$ cat src/rtl/riscv_pkg.sv
// rtl/riscv_pkg.sv - shared RV32I constants and types for fetch, decode and Imm_Gen
package riscv_pkg;
  localparam int          XLEN             = 32;
  localparam logic [31:0] NOP_INSTR        = 32'h0000_0013;
  localparam logic [31:0] RESET_PC_DEFAULT = 32'h0000_0000;

  localparam logic [6:0] OPC_LUI    = 7'b0110111;
  localparam logic [6:0] OPC_AUIPC  = 7'b0010111;
  localparam logic [6:0] OPC_JAL    = 7'b1101111;
  localparam logic [6:0] OPC_JALR   = 7'b1100111;
  localparam logic [6:0] OPC_BRANCH = 7'b1100011;
  localparam logic [6:0] OPC_LOAD   = 7'b0000011;
  localparam logic [6:0] OPC_STORE  = 7'b0100011;
  localparam logic [6:0] OPC_OP_IMM = 7'b0010011;
  localparam logic [6:0] OPC_OP     = 7'b0110011;

  typedef enum logic [1:0] {
    RST_WAIT = 2'd0,
    RUN      = 2'd1,
    FLUSH    = 2'd2
  } fetch_state_t;
endpackage

$ cat src/rtl/fetch_fifo.sv
// rtl/fetch_fifo.sv - in-order {pc, instr} queue with flush, push, pop and occupancy count
module fetch_fifo
  import riscv_pkg::*;
#(
  parameter int DEPTH = 2,
  parameter int CW    = $clog2(DEPTH) + 1
) (
  input  logic              clk,
  input  logic              rst,
  input  logic              flush,
  input  logic              push,
  input  logic [2*XLEN-1:0] wdata,
  input  logic              pop,
  output logic [2*XLEN-1:0] rdata,
  output logic [CW-1:0]     count,
  output logic              empty
);
  localparam int AW = $clog2(DEPTH);

  logic [2*XLEN-1:0] mem [DEPTH];
  logic [AW-1:0]     rd_ptr;
  logic [AW-1:0]     wr_ptr;

  // Callers never push when full nor pop when empty, so no guards here.
  always_ff @(posedge clk or posedge rst) begin
    if (rst) begin
      rd_ptr <= '0;
      wr_ptr <= '0;
      count  <= '0;
    end else if (flush) begin
      rd_ptr <= '0;
      wr_ptr <= '0;
      count  <= '0;
    end else begin
      if (push) wr_ptr <= wr_ptr + 1'b1;
      if (pop)  rd_ptr <= rd_ptr + 1'b1;
      count <= count + CW'(push) - CW'(pop);
    end
  end

  always_ff @(posedge clk) begin
    if (push && !flush) mem[wr_ptr] <= wdata;
  end

  assign rdata = mem[rd_ptr];
  assign empty = (count == '0);
endmodule

$ cat src/rtl/instr_fetch_unit.sv
// rtl/instr_fetch_unit.sv - RV32I fetch stage: PC, imem requests, prefetch queue, redirects
module instr_fetch_unit
  import riscv_pkg::*;
#(
  parameter logic [31:0] RESET_PC   = RESET_PC_DEFAULT,
  parameter int          FIFO_DEPTH = 2
) (
  input  logic        clk,
  input  logic        rst,
  output logic        imem_req_valid,
  output logic [31:0] imem_req_addr,
  input  logic        imem_req_ready,
  input  logic        imem_rsp_valid,
  input  logic [31:0] imem_rsp_data,
  input  logic        redirect_valid,
  input  logic [31:0] redirect_pc,
  output logic        if_valid,
  input  logic        if_ready,
  output logic [31:0] if_pc,
  output logic [31:0] if_instr,
  output logic        protocol_err
);
  localparam int CW = $clog2(FIFO_DEPTH) + 1;

  fetch_state_t  state, state_d;
  logic [31:0]   fetch_pc;
  logic [CW-1:0] outstanding, outstanding_d;
  logic [CW-1:0] drop_cnt, drop_cnt_d;
  logic [CW-1:0] occ, tag_count;
  logic [CW:0]   inflight;
  logic          req_hs, rsp_acc, rsp_keep, pop;
  logic [63:0]   tag_rdata, q_rdata;
  logic          q_empty, tag_empty;
  logic [31:0]   last_pc, last_instr;
  logic          tag_unused;

  // Dropped-but-in-flight requests still count, so the queue can never overflow.
  assign inflight       = {1'b0, outstanding} + {1'b0, occ};
  assign imem_req_valid = (state != RST_WAIT) && (inflight < (CW + 1)'(FIFO_DEPTH));
  assign imem_req_addr  = fetch_pc;

  assign req_hs        = imem_req_valid && imem_req_ready;
  assign rsp_acc       = imem_rsp_valid && (outstanding != '0);
  assign rsp_keep      = rsp_acc && (drop_cnt == '0) && !redirect_valid;
  assign pop           = if_valid && if_ready && !redirect_valid;
  assign outstanding_d = outstanding + CW'(req_hs) - CW'(rsp_acc);

  always_comb begin
    drop_cnt_d = drop_cnt;
    state_d    = state;
    if (redirect_valid)
      drop_cnt_d = outstanding_d;
    else if (rsp_acc && (drop_cnt != '0))
      drop_cnt_d = drop_cnt - 1'b1;
    case (state)
      RST_WAIT:  state_d = RUN;
      RUN, FLUSH: state_d = (drop_cnt_d != '0) ? FLUSH : RUN;
      default:   state_d = RST_WAIT;
    endcase
  end

  always_ff @(posedge clk or posedge rst) begin
    if (rst) begin
      state        <= RST_WAIT;
      fetch_pc     <= RESET_PC;
      outstanding  <= '0;
      drop_cnt     <= '0;
      protocol_err <= 1'b0;
      last_pc      <= '0;
      last_instr   <= NOP_INSTR;
    end else begin
      state       <= state_d;
      outstanding <= outstanding_d;
      drop_cnt    <= drop_cnt_d;
      if (redirect_valid)
        fetch_pc <= {redirect_pc[31:2], 2'b00};
      else if (req_hs)
        fetch_pc <= fetch_pc + 32'd4;
      if (imem_rsp_valid && (outstanding == '0))
        protocol_err <= 1'b1;
      if (pop) begin
        last_pc    <= q_rdata[63:32];
        last_instr <= q_rdata[31:0];
      end
    end
  end

  // Tag queue: PCs of live requests, popped as their responses are kept.
  fetch_fifo #(.DEPTH(FIFO_DEPTH), .CW(CW)) u_tag_q (
    .clk   (clk),
    .rst   (rst),
    .flush (redirect_valid),
    .push  (req_hs && !redirect_valid),
    .wdata ({fetch_pc, NOP_INSTR}),
    .pop   (rsp_keep),
    .rdata (tag_rdata),
    .count (tag_count),
    .empty (tag_empty)
  );

  fetch_fifo #(.DEPTH(FIFO_DEPTH), .CW(CW)) u_data_q (
    .clk   (clk),
    .rst   (rst),
    .flush (redirect_valid),
    .push  (rsp_keep),
    .wdata ({tag_rdata[63:32], imem_rsp_data}),
    .pop   (pop),
    .rdata (q_rdata),
    .count (occ),
    .empty (q_empty)
  );

  assign tag_unused = ^{tag_count, tag_empty, tag_rdata[31:0]};

  assign if_valid = !q_empty;
  assign if_pc    = q_empty ? last_pc    : q_rdata[63:32];
  assign if_instr = q_empty ? last_instr : q_rdata[31:0];
endmodule
$ cat config.mk
export PLATFORM = sky130hd
export DESIGN_NAME = instr_fetch_unit
export DESIGN_NICKNAME = d
export VERILOG_FILES = /design/src/rtl/riscv_pkg.sv /design/src/rtl/fetch_fifo.sv /design/src/rtl/instr_fetch_unit.sv
export SDC_FILE = /design/constraint.sdc
export NUM_CORES = 1
export LEC_CHECK = 0
export CAP_MARGIN = 20
export CORE_ASPECT_RATIO = 0.9
export CORE_UTILIZATION = 43
export CTS_CLUSTER_DIAMETER = 150
export DETAILED_ROUTE_END_ITERATION = 10
export GPL_ROUTABILITY_DRIVEN = 1
export HOLD_SLACK_MARGIN = 0.02
export PLACE_DENSITY = 0.66
export SLEW_MARGIN = 10
export SYNTH_ARGS = -nofsm -noshare
export SYNTH_HDL_FRONTEND = slang
export SYNTH_HIERARCHICAL = 1
export SYNTH_SLANG_ARGS = --single-unit
$ cat constraint.sdc
create_clock -name clk -period 7.2 [get_ports clk]
set_clock_uncertainty 0.05 [all_clocks]
set_input_delay 1.44 -clock clk [delete_from_list [all_inputs] [get_ports clk]]
set_output_delay 1.44 -clock clk [all_outputs]
set_load 0.05 [all_outputs]
Yosys cells after proc, flatten, opt, wreduce, memory -nomap -nowiden
Memories as Yosys holds them, arrays and structs flattened.
Index checks and enable logic that the tools add are counted.

operators by class
  equal/unequal tests = 2
  $lt $le $gt $ge = 1
  $add $sub $neg = 11
  multiplexer cells = 21
  reduce and logical (&&, ||, !) cells = 27

operators by type and width
  cell                     count
  $mux W32                 4
  $add A32 B3 Y32 const B  1
  $reduce_bool A2 Y1       8
  $logic_and A1 B1 Y1      12
  $mux W1                  12
  $logic_not A2 Y1         4
  $mux W2                  4
  $add A1 B1 Y1 const B    4
  $add A2 B1 Y2            2
  $pmux W2 S2              1
  $sub A2 B1 Y2            2
  $add A2 B2 Y3            1
  $lt A3 B2 Y1 const B     1
  $eq A2 B1 Y1 const B     1
  $eq A2 B2 Y1 const B     1
  $logic_not A1 Y1         2
  $reduce_or A2 Y1         1
  $sub A2 B1 Y2 const B    1

storage, ports and cells
  input port bits = 70
  memories = 2
  word-level logic and storage cells = 76
  register bits = 109
  output and inout bits = 99
  RAM bits = 192

memory list
  name          depth  bits a word  rd ports  clocked after Yosys merged registers in  wr ports  line              source
  u_data_q.mem  2      64           1         0                                        1         fetch_fifo.sv:20  logic [2*XLEN-1:0] mem [DEPTH];
  u_tag_q.mem   2      32           1         0                                        1         fetch_fifo.sv:20

Longest topological paths before layout
Gate-level depths: netlist of the first run.

  depth in word-level cells = 10
  gate-level depth with buffers = 12
  mapped depth without buffers = 11

Cells and area by module
The synthesis of the first run kept the hierarchy.

by module, submodules not included
  module            cells an instance  times used  sequential area each (µm²)  area each (µm²)
  fetch_fifo        218                2           3943.8                      5038.6
  instr_fetch_unit  472                1           2531.2                      5406.4

Worst setup path before layout of the first run
No wires, ideal clock.

  path kind = input -> register
  from = input port redirect_valid
  to = memory u_data_q/mem[0][0] (netlist name) (enable)
  stages = 5
  required time = 6571 ps
  setup time = 579 ps
  path slack = -440 ps
  arrival = 7011 ps
  path buffers = 2
  path through = clkbuf_1 > inv_1 > clkbuf_1 > and3_1 > nor3b_1

on the way
  longest elaborated chain between the ends = 5

RTL lines
  element                        line                    source
  start, declared                instr_fetch_unit.sv:15  input logic redirect_valid,
  $logic_not A1 Y1               instr_fetch_unit.sv:44  assign rsp_keep = rsp_acc && (drop_cnt == '0) && !redirect_valid;
  $logic_and A1 B1 Y1            instr_fetch_unit.sv:44
  named net rsp_keep             instr_fetch_unit.sv:31  logic req_hs, rsp_acc, rsp_keep, pop;
  $logic_and A1 B1 Y1            fetch_fifo.sv:42        if (push && !flush) mem[wr_ptr] <= wdata;
  $mux W1                        fetch_fifo.sv:42
  $mux W1 (not written as such)  fetch_fifo.sv:42
  end, declared                  fetch_fifo.sv:20

The timed path passes the listed nets, and every way through them passes these cells.

Worst setup path after layout of the first run
  from = register u_data_q.rd_ptr
  to = output port if_pc[17]

on the way
  longest elaborated chain between the ends = 2

RTL lines
  element                 line                     source
  start, declared         fetch_fifo.sv:21         logic [AW-1:0] rd_ptr;
  start signal, assigned  fetch_fifo.sv:36         if (pop) rd_ptr <= rd_ptr + 1'b1;
  $mem_v2 Z2 W64          -
  named net q_rdata[49]   instr_fetch_unit.sv:32   logic [63:0] tag_rdata, q_rdata;
  $mux W32                instr_fetch_unit.sv:116  assign if_pc = q_empty ? last_pc : q_rdata[63:32];
  end, declared           instr_fetch_unit.sv:19   output logic [31:0] if_pc,

The timed path passes the listed nets, and every way through them passes these cells.

==> results of run 1 <==
-- worst max-delay path, cell delays in order, from the launching register on --
cell             delay [ns]
dfrtp_4                0.80
buf_4                  0.66
mux2_2                 0.42
mux2_2                 0.26
clkdlybuf4s50_1        0.75
-- metal layers --
layer  GRT usage, %  vias to the layer above
li1               -                     3353
met3           3.08                       30
met1           22.6                     3529
met4           4.67                        0
met5              0                        -
met2           26.9                      184
-- placed cells by master, fill, tap and decap left out, drive strengths merged, types with 3 or more instances in the layout --
master	count
nand4	12
buf	13
nor2b	3
nand2	26
nor3	5
bufinv	5
and2	5
conb	6
nor2	28
o31ai	11
clkinv	11
o211ai	3
xnor2	13
ha	8
o21ai	18
clkdlybuf4s50	163
and4	3
clkbuf	42
a31oi	13
nand3	14
and3	3
dfstp	3
or4	17
nor3b	3
mux2	225
dfrtp	104
edfxtp	192
inv	21
-- state kept, by name, summed over array words and instances, names as in the netlist, 2 cells and up --
name	count
imem_req_addr	30
u_data_q/mem	128
u_tag_q/mem	64
u_data_q/count	2
last_instr	32
outstanding	2
state	2
last_pc	32
drop_cnt	2
-- how the worst min path moves through the flow --
stage                                        start                        to  cells after the start
final                     protocol_err$_DFFE_PP0P_  protocol_err$_DFFE_PP0P_                      1
after global routing      protocol_err$_DFFE_PP0P_  protocol_err$_DFFE_PP0P_                      1
after CTS                 protocol_err$_DFFE_PP0P_  protocol_err$_DFFE_PP0P_                      1
after detailed placement  protocol_err$_DFFE_PP0P_  protocol_err$_DFFE_PP0P_                      1
after global placement    protocol_err$_DFFE_PP0P_  protocol_err$_DFFE_PP0P_                      1
after floorplan             last_pc[3]$_DFFE_PP0P_    last_pc[3]$_DFFE_PP0P_                      1
-- layout make-up --
cell class / count / area, um2 / area share, %
tap: 396 / 495 / 3.07
timing repair buffer: 176 / 1760 / 10.9
multi-input combinational: 440 / 4200 / 26.1
inverter: 20 / 77.6 / 0.481
clock inverter: 19 / 220 / 1.37
sequential: 299 / 8450 / 52.4
clock buffer: 42 / 912 / 5.66
-- report_power, final --
| part | internal [mW] | switching [mW] |
|---|---|---|
| clock | 1.08 | 0.655 |
| sequential | 2.11 | 0.171 |
| combinational | 1.02 | 1.47 |
==> flow_summary.ini, run 1 <==
[run_status]
status = completed

[global_routing]
gr-usage-all-layers_pct = 16.5
grt_antenna_before_repair = 0
grt_max_degree = 71
gr-total-overflow = 0
grt_pass1_wl_mm = 39.8
grt_pass1_vias = 7373

[sta]
fin_ws_ns = 2.31
finalSetupTns_ns = 0
post-route-min-period_ns = 4.89
tightest_slew_ns = 1.03
slew_viol_final = 0
rsz0062_at_grt = no
hold_viol_final = 0
finalSetupViolCount = 0
max_freq_mhz = 204
slew_headroom_pct = 31.0
period_share_pct = 67.9
hold_ws_ns = 0.418

[clock_tree]
cts_hold_buf = 0
cts-root-buf = clkbuf_16
h-tree-depth = 2
cts_resized = 0
cts_buffer_depth = 3
post-cts-setup-buffers = 0
clock_latency_ns = 0.49
cts_tree = done
clk_pin_slew_ns = 0.06
clock-sinks = 299
cts_buffers = 34

[power]
finalPower_mw = 6.51
peakVddDrop_v = 0.000187
leakagePower_nw = 5.95
power.density_mw_per_mm2 = 404

[placement]
dp_hpwl_mm = 15.4
post-place-ws_ns = 2.25
dp_cells = 1329
place.gp.congestion = 0.772
placed_area_mm2 = 0.0149
io_buffer_count = 164

[logic_synthesis]
ys.warnings.count = 6
syn_area_per_cell_um2 = 16.2
syn-cell-area_mm2 = 0.0129
synthCells = 799

[cells_and_area]
finalInstanceArea_mm2 = 0.0161
area_growth_pct = 24.6
post-route-util_pct = 55.1
drive_gt1_share_pct = 30.0
diodes = 0
instances_no_fill = 1392
nFillCells = 2389
fin_nets = 1050

[detailed_routing]
highest_layer = met4
drt_iter0_drc = 363
wl_met1_mm = 11.3
drc = 0
wl_mm = 24.8
ant_nets = 0
via_per_inst = 5.10
dr_wl_met2_mm = 11.7
first_pass_iters = 4
met3_length_mm = 1.40
vias = 7096
wl_per_cell_um = 17.8

[worst_setup_path]
rrSetupSlack_ns = 3.60
regToRegEndpoint = imem_req_addr[25]$_DFFE_PP0N_
critical_path.reg2reg.startpoint = u_data_q/count[0]$_DFF_PP0_
end_kind = output pin
worst_setup_path_startpoint = u_data_q/rd_ptr$_DFFE_PP0P_
r2r_cells = 7
cp_data_arrival_time_ns = 3.40
path_class = flop to output pin
cp-start-kind = flop
crit_fanout = 37
cp.required_ns = 5.71
timing.critical_path.to = if_pc[17]

[floorplan]
io_pins = 169
num_rows = 59
core-area_mm2 = 0.0292
chipWidth_um = 185
start_util_pct = 44.3
die_y_um = 167
die_area_mm2 = 0.0308

[worst_hold_path]
hp-class = flop to flop

[flow_run]
maxCapViolCount = 0
Power figures use the tool's default switching activity.
==> run 2: changes to the inputs <==
- clock period: 7.2 -> 3.95 ns (I/O delays scaled with it)
==> run 2 against run 1 <==
  * Sequential power is 82% higher
  * Sequential share of layout area grew 0.23 points
  * Clock-buffer cell count increased by 11
  * Sequential cell count unchanged
  * Total power is 75% higher
  * Setup slack worse by 2.0 ns
==> flow_summary.ini, run 2 (same netlist as run 1, synthesis figures left out) <==
[sta]
hold_viol_final = 0
max_freq_mhz = 275
period_share_pct = 92.1
fin_ws_ns = 0.312
slew_headroom_pct = 35.0
finalSetupTns_ns = 0
tightest_slew_ns = 0.974
rsz0062_at_grt = no
post-route-min-period_ns = 3.64
finalSetupViolCount = 0
slew_viol_final = 0

[detailed_routing]
ant_nets = 0
wl_mm = 24.7
wl_per_cell_um = 17.7
via_per_inst = 5.14
drt_iter0_drc = 331
drc = 0
vias = 7161
first_pass_iters = 4

[clock_tree]
clock-sinks = 299
clock_latency_ns = 0.54
cts_hold_buf = 0
cts_resized = 0
cts-root-buf = clkbuf_16
cts_buffer_depth = 3
cts_buffers = 31
cts_tree = done
post-cts-setup-buffers = 0
clk_pin_slew_ns = 0.06
h-tree-depth = 1

[worst_setup_path]
crit_fanout = 16
cp.required_ns = 3.11
end_kind = output pin
cp_data_arrival_time_ns = 2.80
critPathMaxStageDelay_ns = 0.70
cpMostUsedCell = mux2_2
path_cells = buf_4 -> mux2_2 -> mux2_2 -> clkdlybuf4s50_1
cp-start-kind = flop
critical-path-slowest-cell = clkdlybuf4s50_1
path_class = flop to output pin

[flow_run]
maxCapViolCount = 0

[cells_and_area]
layout_common_cells = edfxtp_1, clkdlybuf4s50_1, mux2_2
nFillCells = 2379
regMostFlops = u_data_q/mem
reg.largest.list = u_data_q/mem x128, u_tag_q/mem x64
area_growth_pct = 24.1
diodes = 0
largest_reg_flops = 128
drive_gt1_share_pct = 29.8
final_common_cell = edfxtp_1
fin_nets = 1051

[global_routing]
grt_pass1_vias = 7375
grt_max_degree = 66
gr-usage-all-layers_pct = 16.2
grt_pass1_wl_mm = 39.1
grt_antenna_before_repair = 0
gr-total-overflow = 0

[power]
pwr-share-clk_pct = 23.7
internal-power_mw = 7.31
seqPwrFrac_pct = 36.4
peakVddDrop_v = 0.000381
p_comb_share_pct = 39.8
finalPower_mw = 11.4
swShare_pct = 36.0
power.density_mw_per_mm2 = 712
leakagePower_nw = 5.91
p_sw_mw = 4.11

[floorplan]
die_y_um = 167
chipWidth_um = 185
start_util_pct = 44.3
core-area_mm2 = 0.0292
die_area_mm2 = 0.0308
num_rows = 59
io_pins = 169

[placement]
io_buffer_count = 164
place.gp.congestion = 0.811
dp_hpwl_mm = 15.6
post-place-ws_ns = 0.322

[run_status]
status = completed

[worst_hold_path]
hp-class = flop to flop
## run 2: worst max-delay path: cells and delay by family (launching register included)
kind	cells	cell delay, ns
buffers and inverters	2	0.98
flip-flops	1	0.62
multiplexers	2	0.64
## run 2: area by class of cell
class                      count  area [um2]  area share (%)
sequential                   299        8450            52.7
multi-input combinational    440        4210            26.2
timing repair buffer         180        1860            11.6
clock buffer                  53         928            5.78
tap                          396         495            3.09
inverter                      20        77.6           0.483
clock inverter                 5        31.3           0.195
## run 2: power groups by stage
stage          Sequential, mW  Clock [mW]  Combinational, mW
2_1_floorplan            4.21           0               3.22
3_3_place_gp             4.19           0               4.55
3_5_place_dp             4.22           0               4.59
4_1_cts                  4.16        2.79               4.60
5_1_grt                  4.23        2.91               4.78
6_report                 4.16        2.71               4.55
## run 2: path summary, 6_finish.rpt
kind | from | endpoint | slack, ns | cells past startpoint
worst max-delay path | u_data_q/rd_ptr$_DFFE_PP0P_ | if_pc[21] | 0.31 | 4
worst min-delay path | protocol_err$_DFFE_PP0P_ | protocol_err$_DFFE_PP0P_ | 0.42 | 1
worst max register to register | u_data_q/count[0]$_DFF_PP0_ | imem_req_addr[23]$_DFFE_PP0N_ | 0.41 | 7
worst min register to register | protocol_err$_DFFE_PP0P_ | protocol_err$_DFFE_PP0P_ | 0.42 | 1
max in group asynchronous | rst | last_instr[0]$_DFFE_PP1P_ | 2.38 | 3
min in group asynchronous | rst | u_tag_q/wr_ptr$_DFFE_PP0P_ | 0.51 | 2
## run 2: metrics by stage
step / util, % / hold WS (ns) / instances / instance area, um2
floorplan: - / 0.425 / 804 / 13000
global placement: 51.6 / 0.394 / 1335 / 15100
detailed placement: 51.6 / 0.409 / 1335 / 15100
CTS: 54.9 / 0.433 / 1393 / 16000
global route: 54.9 / 0.454 / 1393 / 16000
finish: 54.9 / 0.422 / 1393 / 16000
## run 2: per-layer routing
| metal | wire [um] | vias up | GRT usage, % | share of wire (%) |
|---|---|---|---|---|
| met4 | 436 | 0 | 3.81 | 1.8 |
| met2 | 11700 | 192 | 27.0 | 47 |
| met1 | 11500 | 3582 | 22.4 | 46 |
| met5 | 0 | - | 0 | 0 |
| li1 | - | 3358 | - | - |
| met3 | 1120 | 29 | 2.56 | 4.5 |
